### config.mk
export PLATFORM = sky130hd
export DESIGN_NAME = psum_spike_gen
export DESIGN_NICKNAME = d
export VERILOG_FILES = /design/src/rtl/psum_spike_gen.sv
export SDC_FILE = /design/constraint.sdc
export NUM_CORES = 2
export LEC_CHECK = 0
export ABC_AREA = 1
export CORE_ASPECT_RATIO = 0.8
export CORE_MARGIN = 2
export CORE_UTILIZATION = 55
export DETAILED_ROUTE_END_ITERATION = 10
export DONT_BUFFER_PORTS = 1
export GPL_ROUTABILITY_DRIVEN = 0
export PLACE_DENSITY = 0.76
export SETUP_SLACK_MARGIN = 0.05
export SLEW_MARGIN = 20
export SYNTH_ARGS = -nofsm -noshare
export SYNTH_HDL_FRONTEND = slang
export SYNTH_SLANG_ARGS = --single-unit
### constraint.sdc
create_clock -name clk -period 6.3 [get_ports clk]
set_clock_uncertainty 0.05 [all_clocks]
set_input_delay 0.63 -clock clk [delete_from_list [all_inputs] [get_ports clk]]
set_output_delay 0.63 -clock clk [all_outputs]
set_load 0.02 [all_outputs]
### src/rtl/psum_spike_gen.sv
// psum_spike_gen
//
// Accumulate-and-fire stage placed after the PE array. Partial sums arrive
// row-major: filter row is the outer loop and output column is the inner loop.
// For each output column the NUM_ROWS partial sums are added together. That
// sum is then added to a persistent, saturating membrane potential. Each
// neuron fires once against THRESH, and one output row is emitted as a
// DEPTH_O-bit spike vector.
//
// Ports
//   clk          clock, rising edge
//   rst_n        asynchronous active-low reset
//   clr          synchronous clear of membranes, accumulators, counters, spikes
//   psum_valid   psum_data valid          (producer -> block)
//   psum_ready   psum accepted this cycle (block -> producer)
//   psum_data    WIDTH_O-bit unsigned partial sum
//   spike_valid  spike_data valid         (block -> consumer)
//   spike_ready  consumer accepts spike vector
//   spike_data   bit c = spike of output column c
//   busy         high while firing or waiting to send
//   dbg_state    current FSM state (ACCUM=0, FIRE=1, SEND=2)
//
// Handshake (both channels): a transfer happens on a rising edge where valid
// and ready are both high. The sender holds valid and data stable until that
// edge. spike_valid is a pure decode of the registered state, so it never
// depends combinationally on spike_ready.
module psum_spike_gen #(
  parameter int unsigned WIDTH_O  = 13,
  parameter int unsigned DEPTH_O  = 21,
  parameter int unsigned NUM_ROWS = 5,
  parameter int unsigned MEM_W    = 16,
  parameter int unsigned THRESH   = 64
) (
  input  logic               clk,
  input  logic               rst_n,
  input  logic               clr,
  input  logic               psum_valid,
  output logic               psum_ready,
  input  logic [WIDTH_O-1:0] psum_data,
  output logic               spike_valid,
  input  logic               spike_ready,
  output logic [DEPTH_O-1:0] spike_data,
  output logic               busy,
  output logic [1:0]         dbg_state
);

  localparam int unsigned ACC_W = WIDTH_O + 3;
  localparam int unsigned COL_W = (DEPTH_O > 1) ? $clog2(DEPTH_O) : 1;
  localparam int unsigned ROW_W = (NUM_ROWS > 1) ? $clog2(NUM_ROWS) : 1;
  localparam logic [MEM_W-1:0] THRESH_V = MEM_W'(THRESH);
  localparam logic [COL_W-1:0] COL_LAST = COL_W'(DEPTH_O - 1);
  localparam logic [ROW_W-1:0] ROW_LAST = ROW_W'(NUM_ROWS - 1);

  typedef enum logic [1:0] {
    ACCUM = 2'd0,
    FIRE  = 2'd1,
    SEND  = 2'd2
  } state_t;

  state_t             r_state;
  state_t             w_next_state;
  logic [COL_W-1:0]   r_col;
  logic [ROW_W-1:0]   r_row;
  logic [COL_W-1:0]   r_fire_idx;
  logic [ACC_W-1:0]   r_acc [DEPTH_O];
  logic [MEM_W-1:0]   r_mem [DEPTH_O];
  logic [DEPTH_O-1:0] r_spike;

  logic               w_xfer;
  logic               w_last_psum;
  logic [MEM_W:0]     w_sum;
  logic [MEM_W-1:0]   w_v;
  logic               w_fire;
  logic [MEM_W-1:0]   w_mem_next;

  assign psum_ready  = (r_state == ACCUM) && !clr;
  assign w_xfer      = psum_valid && psum_ready;
  assign w_last_psum = (r_row == ROW_LAST) && (r_col == COL_LAST);

  assign spike_valid = (r_state == SEND);
  assign spike_data  = r_spike;
  assign busy        = (r_state == FIRE) || (r_state == SEND);
  assign dbg_state   = r_state;

  // Membrane update for the neuron selected by the fire index. The sum is
  // formed one bit wider than the membrane so that the carry-out can select
  // saturation.
  always_comb begin
    w_sum      = {1'b0, r_mem[r_fire_idx]} + (MEM_W+1)'(r_acc[r_fire_idx]);
    w_v        = w_sum[MEM_W] ? {MEM_W{1'b1}} : w_sum[MEM_W-1:0];
    w_fire     = (w_v >= THRESH_V);
    w_mem_next = w_fire ? (w_v - THRESH_V) : w_v;
  end

  always_ff @(posedge clk or negedge rst_n) begin
    if (!rst_n) r_state <= ACCUM;
    else        r_state <= w_next_state;
  end

  always_comb begin
    w_next_state = r_state;
    if (clr) begin
      w_next_state = ACCUM;
    end else begin
      case (r_state)
        ACCUM:   if (w_xfer && w_last_psum)   w_next_state = FIRE;
        FIRE:    if (r_fire_idx == COL_LAST)  w_next_state = SEND;
        SEND:    if (spike_ready)             w_next_state = ACCUM;
        default:                              w_next_state = ACCUM;
      endcase
    end
  end

  always_ff @(posedge clk or negedge rst_n) begin
    if (!rst_n) begin
      r_col      <= '0;
      r_row      <= '0;
      r_fire_idx <= '0;
      r_spike    <= '0;
      for (int i = 0; i < int'(DEPTH_O); i++) begin
        r_acc[i] <= '0;
        r_mem[i] <= '0;
      end
    end else if (clr) begin
      r_col      <= '0;
      r_row      <= '0;
      r_fire_idx <= '0;
      r_spike    <= '0;
      for (int i = 0; i < int'(DEPTH_O); i++) begin
        r_acc[i] <= '0;
        r_mem[i] <= '0;
      end
    end else begin
      case (r_state)
        ACCUM: begin
          if (w_xfer) begin
            // Row 0 overwrites the accumulator, so no separate clear is
            // needed between output rows.
            if (r_row == '0) r_acc[r_col] <= ACC_W'(psum_data);
            else             r_acc[r_col] <= r_acc[r_col] + ACC_W'(psum_data);
            if (r_col == COL_LAST) begin
              r_col <= '0;
              r_row <= (r_row == ROW_LAST) ? '0 : r_row + 1'b1;
            end else begin
              r_col <= r_col + 1'b1;
            end
          end
        end
        FIRE: begin
          r_spike[r_fire_idx] <= w_fire;
          r_mem[r_fire_idx]   <= w_mem_next;
          r_fire_idx          <= (r_fire_idx == COL_LAST) ? '0 : r_fire_idx + 1'b1;
        end
        default: ;
      endcase
    end
  end

endmodule
* Word-level counts from Yosys, hierarchy flattened
Cells that the tools add are included.
** Storage, ports and cells
- Register bits after elaboration :: 708
- Bits of input ports :: 18
- Output and inout port bits :: 26
- Word-level logic and storage cells :: 134
** Operators by class
- $add $sub $neg :: 6
- $lt $le $gt $ge :: 7
- Eq/ne operators :: 8
- Muxes and demuxes :: 46
- Bitwise logic cells :: 2
- Reduce and logical (&&, ||, !) cells :: 18
** Operators with widths (count)
- $mux 336 :: 6
- $bwmux 336 :: 3
- $bmux 16 s5 :: 3
- $demux 16 s5 :: 2
- $mux 16 :: 10
- $mux 21 :: 2
- $mux 5 :: 7
- $bwmux 21 :: 1
- $add 16x16->17 :: 1
- $add 16x13->16 :: 1
- $ge 16x7->1 const B :: 1
- $sub 16x7->16 const B :: 1
- $mux 3 :: 5
- $ge 6x6->1 const B :: 2
- $lt 6x1->1 const B :: 2
- $not 5->6 :: 2
- $add 5x1->5 const B :: 2
- $eq 5x5->1 const B :: 2
- $ne 3x2->1 const B :: 3
- $mux 2 :: 4
- $reduce_bool 2->1 :: 4
- $logic_and 1x1->1 :: 7
- $lt 5x6->1 const B :: 1
- $pmux 2 s3 :: 1
- other kinds (13) :: 14

* Logic depth before layout (Yosys ltp)
- Depth in word-level cells :: 11
- Depth in mapped cells :: 28
- Depth with buffers taken out :: 25

* Worst setup path before layout
No wires, ideal clock.
- Path kind :: register -> register
- From :: register r_fire_idx[0]
- To :: register r_mem[105] (netlist bit)
- Setup time :: 0.117 ns
- Data arrival time :: 4.121 ns
- Data required time :: 6.133 ns
- Slack :: 2.012 ns
- Stages on the path, launching flop included :: 28
- Path buffers :: 5
- Period minus slack after synthesis :: 4.288 ns
- Cell sequence :: dfrtp_1 > inv_1 > buf_2 > clkbuf_1 > clkbuf_1 > a21oi_1 > o21ai_0 > a21oi_1 > a2111oi_0 > nand2_1 > ha_1 > fa_1 > nand2_1 > nand2_1 > nand3_1 > nand2_1 > nand2_1 > nand2_1 > buf_4 > nor2_8 > nand3_4 > nor2_8 > nand3_4 > nor2_8 > nor2_2 > buf_6 > nand2_1 > nand2_1
** On the way
- Longest elaborated chain between the ends :: 11
- Elaborated cells between the ends (all ways) :: 20
- Classes of those cells :: 2 x add/sub; 3 x order compare; 13 x mux; 1 x bitwise; 1 x reduce/logical
** RTL lines
- start, declared :: line 64 : logic [COL_W-1:0] r_fire_idx;
- start signal, assigned :: line 152 : r_fire_idx <= (r_fire_idx == COL_LAST) ? '0 : r_fire_idx + 1'b1;
- $not 5->6 (not written as such) * :: line 89, 151
- $bmux 16 s5 :: line 89 : w_sum = {1'b0, r_mem[r_fire_idx]} + (MEM_W+1)'(r_acc[r_fire_idx]);
- $mux 16 (not written as such) (2 in series) :: line 89
- $add 16x16->17 :: line 89
- $mux 16 :: line 90 : w_v = w_sum[MEM_W] ? {MEM_W{1'b1}} : w_sum[MEM_W-1:0];
- $sub 16x7->16 / $ge 16x7->1 (equally long branches) :: line 92, 91
- $mux 16 :: line 92 : w_mem_next = w_fire ? (w_v - THRESH_V) : w_v;
- $bwmux 336 * :: line 151 : r_mem[r_fire_idx] <= w_mem_next;
- $mux 336 * :: line 134 : case (r_state)
- $mux 336 * :: line 124 : end else if (clr) begin
- end signal, assigned by index :: line 151
- end, declared :: line 66 : logic [MEM_W-1:0] r_mem [DEPTH_O];
Mark *: on every way between the ends. The rest lies on a longest branch, timed or not. The select of a mux whose other input is x is not followed.
A chain may end at the register's enable or synchronous reset.

* Final worst setup path
- From :: register r_fire_idx[0]
- To :: register r_mem[103] (netlist bit)
The elaborated chain is that of the path after synthesis.

==> flow_summary.ini <==
[run_status]
status = complete, but fails checks
violations = hold timing, slew limit

[synth]
netlist_top_cells_area = dfrtp_1, nand2_1, o21ai_0
synthMostInstantiatedCell = nand2_1
ys.flop_type = dfrtp_1
yosys.area.top_type = dfrtp_1
ys_seq_area_share_pct = 46.70
postSynthCellCount = 5062
synth_fp_nets = 5125
ys_seq_elements = 708
synth_top_area_share_pct = 46.70
synth-edff-count = 0
yosysWarnings = 0
synthTopCellsByCount = nand2_1, o21ai_0, dfrtp_1
syn_area_per_cell_um2 = 7.494
ys_types = 50
synth_area_um2 = 37940
synthArstFlopShare_pct = 100.0

[critical_path]
startpoint_type = flip-flop
worst-setup-path-type = flip-flop to flip-flop
arrival_ps = 6130
crit_start = r_fire_idx[0]
critPathRequiredTime_ps = 6720
reg2reg_depth = 22
cp_cell_sequence = inv_8 -> buf_12 -> buf_4 -> a21oi_1 -> o21ai_0 -> a21oi_1 -> a2111oi_0 -> nand2_1 -> ha_1 -> nand2_1 -> inv_1 -> nand2_1 -> nand2_1 -> a21oi_1 -> nand2_1 -> inv_2 -> nand3_1 -> nor2_8 -> nand3_2 -> nand2_1 -> buf_4 -> o21ai_0
worstSetupEndpointType = flip-flop
crit_path_max_fanout = 129
crit_path_top_delay_cell = dfrtp_4
r2r_start = r_fire_idx[0]
crit_path_frequent_cell = nand2_1
slowest_delay_ps = 590

[global_routing]
antenna_found_initial = 2
first_global_vias = 34535
grt_overflow_total = 0
track_usage_pct = 37.00
grt_pass1_wl_um = 204900
grt_max_degree = 709

[power_and_ir_drop]
max-vdd-ir-drop_v = 0.0009360
netSwitchingFraction_pct = 47.40
combPwrFrac_pct = 47.4
seq_power_share_pct = 27.3
power_switching_mw = 8.373
pwr-share-clk_pct = 25.3
p_leak_nw = 19.12
power.total_mw = 17.66
internal_power_mw = 9.291
powerDensity_nw_per_um2 = 431.2

[layout]
final_cell_count_no_fill = 5861
drive_above_1_share_pct = 5.530
area_delta_synth_final_pct = 7.991
diodes = 0
final_net_count = 4941
design_area_um2 = 40970

[place]
placed_area_um2 = 38540
io_buffers = 0
dp.cells = 5725
place_hpwl_um = 87510

[detailed_routing]
wl_met2_um = 53040
wl_um = 133500
detail-route-antenna-nets = 0
drcViolationCount = 0
drt_iter0_drc = 6235
dr.pass1.iters = 6
drt-vias-per-instance = 6.413
wl_met1_um = 54350
wire_per_inst_um = 22.77
top_layer = met5
routed-wl-met3_um = 21370
vias = 37585

[timing]
rsz0062_at_grt = false
finalCriticalPeriod_ps = 5709
max_slew_margin_pct = -149.9
final_max_slew_viol_count = 647
worst_slew_pin_slew_ps = 3749
fmax_ghz = 0.1752
setup_viol = 0
hold_viol_final = 97
period_share_pct = 90.61
timing.hold.ws_ps = -324.1
finalSetupTns_ps = 0

[clocking]
clock-sinks = 708
clkLatencyLatePin_ps = 640
cts_buffers = 75
h-tree-depth = 3
cts-root-buf = clkbuf_16
clkTransAtPathRegs_ps = 60
cts_tree = yes
clk_path_buf_depth = 3

[floorplanning]
die_area_um2 = 71110
num_io_pins = 44
die_w_um = 297.6
std_cell_rows = 86
core_um2 = 68540
die_h_um = 238.9
start_util_pct = 55.35

[flow_run]
max-cap-violations = 0

[min_path]
hp-class = primary input to async pin
[routing by layer]
metal,vias to the layer above,track usage [%]
met5,-,0
li1,16651,-
met1,17836,54.42
met2,2729,49.83
met3,365,13.30
met4,4,13.12
[registers in the layout (all words and copies together), names as in the netlist]
register,count
r_col,5
r_fire_idx,5
r_mem,336
spike_data,21
dbg_state,2
r_row,3
r_acc,336
[kinds of logic (layout without fill, tap and decap cells)]
logic type | after synthesis | after routing | share of synthesized area [%]
buffers and inverters | 770 | 645 | 7.879
multiplexers | 2 | 2 | 0.05277
XOR/XNOR | 10 | 10 | 0.2309
AO/OA/AOI/OAI | 1587 | 1587 | 22.87
flip-flops | 708 | 708 | 46.70
adder cells (fa/ha/maj) | 45 | 45 | 1.524
AND/OR/NAND/NOR | 1940 | 1940 | 20.74
[worst max-delay path: cells and delay by family (launching register included)]
kind | cells | cell delay (ps)
AO/OA/AOI/OAI | 6 | 1000
buffers and inverters | 6 | 1780
adder cells (fa/ha/maj) | 1 | 390
flip-flops | 1 | 590
AND/OR/NAND/NOR | 9 | 1630
[power by group through the flow]
stage	clock [mW]	combinational (mW)	sequential, mW
4_1_cts	4.48	7.98	4.81
3_3_place_gp	0	7.87	4.89
2_1_floorplan	0	5.38	4.79
6_report	4.48	8.37	4.82
3_5_place_dp	0	7.94	4.89
5_1_grt	4.67	8.86	4.83
[what timing repair did]
action	4_1_cts	5_1_grt
endpoints found under the hold margin	708	708
endpoints found under the setup margin	0	0
setup buffers	0	0
gates resized for setup	0	0
[cell type report]
class | count | area (µm²)
timing repair buffer | 100 | 838.3
clock buffer | 107 | 2168
sequential | 708 | 17730
tap | 924 | 1156
inverter | 409 | 1548
fill | 6048 | 27580
multi-input combinational | 3584 | 17260
clock inverter | 29 | 262.8
[metrics by stage]
| step | hold WS [ps] | setup slack (ps) | util [%] |
|---|---|---|---|
| detailed placement | 322.4 | 830.5 | 56.22 |
| finish | -324.1 | 591.4 | 59.77 |
| global placement | 327.3 | 1060 | 56.22 |
| global route | -331.2 | 185.3 | 59.77 |
| floorplan | 284.4 | 2012 | - |
| CTS | -339.6 | 776.4 | 59.77 |
[layout by cell type (no fill, tap or decap), drive strengths merged, types with 3 or more instances in the layout]
master / Yosys / final
nand2: 1245 / 1245
o21ai: 827 / 827
dfrtp: 708 / 708
a21oi: 438 / 438
inv: 394 / 399
nor2: 354 / 354
nand3: 284 / 284
o22ai: 164 / 164
clkbuf: 274 / 107
buf: 87 / 100
o32ai: 45 / 45
ha: 43 / 43
o31ai: 42 / 42
clkinv: 15 / 34
nand4: 27 / 27
a221oi: 18 / 18
a2111oi: 13 / 13
a22o: 10 / 10
nor3: 9 / 9
or2: 9 / 9
a31o: 7 / 7
a211oi: 6 / 6
xor2: 6 / 6
nand3b: 5 / 5
xnor2: 4 / 4
a22oi: 3 / 3
a32oi: 3 / 3
a32o: 3 / 3
or3b: 3 / 3
bufinv: 0 / 3
[worst paths after layout]
path	end	slack (ps)
min reg2reg	r_mem[236]	430
max	r_mem[103]	590
max in group asynchronous	r_col[0]	3130
min	r_acc[270]	-320
max reg2reg	r_mem[103]	590
min in group clk	r_mem[233]	190
Power figures use the tool's default switching activity.
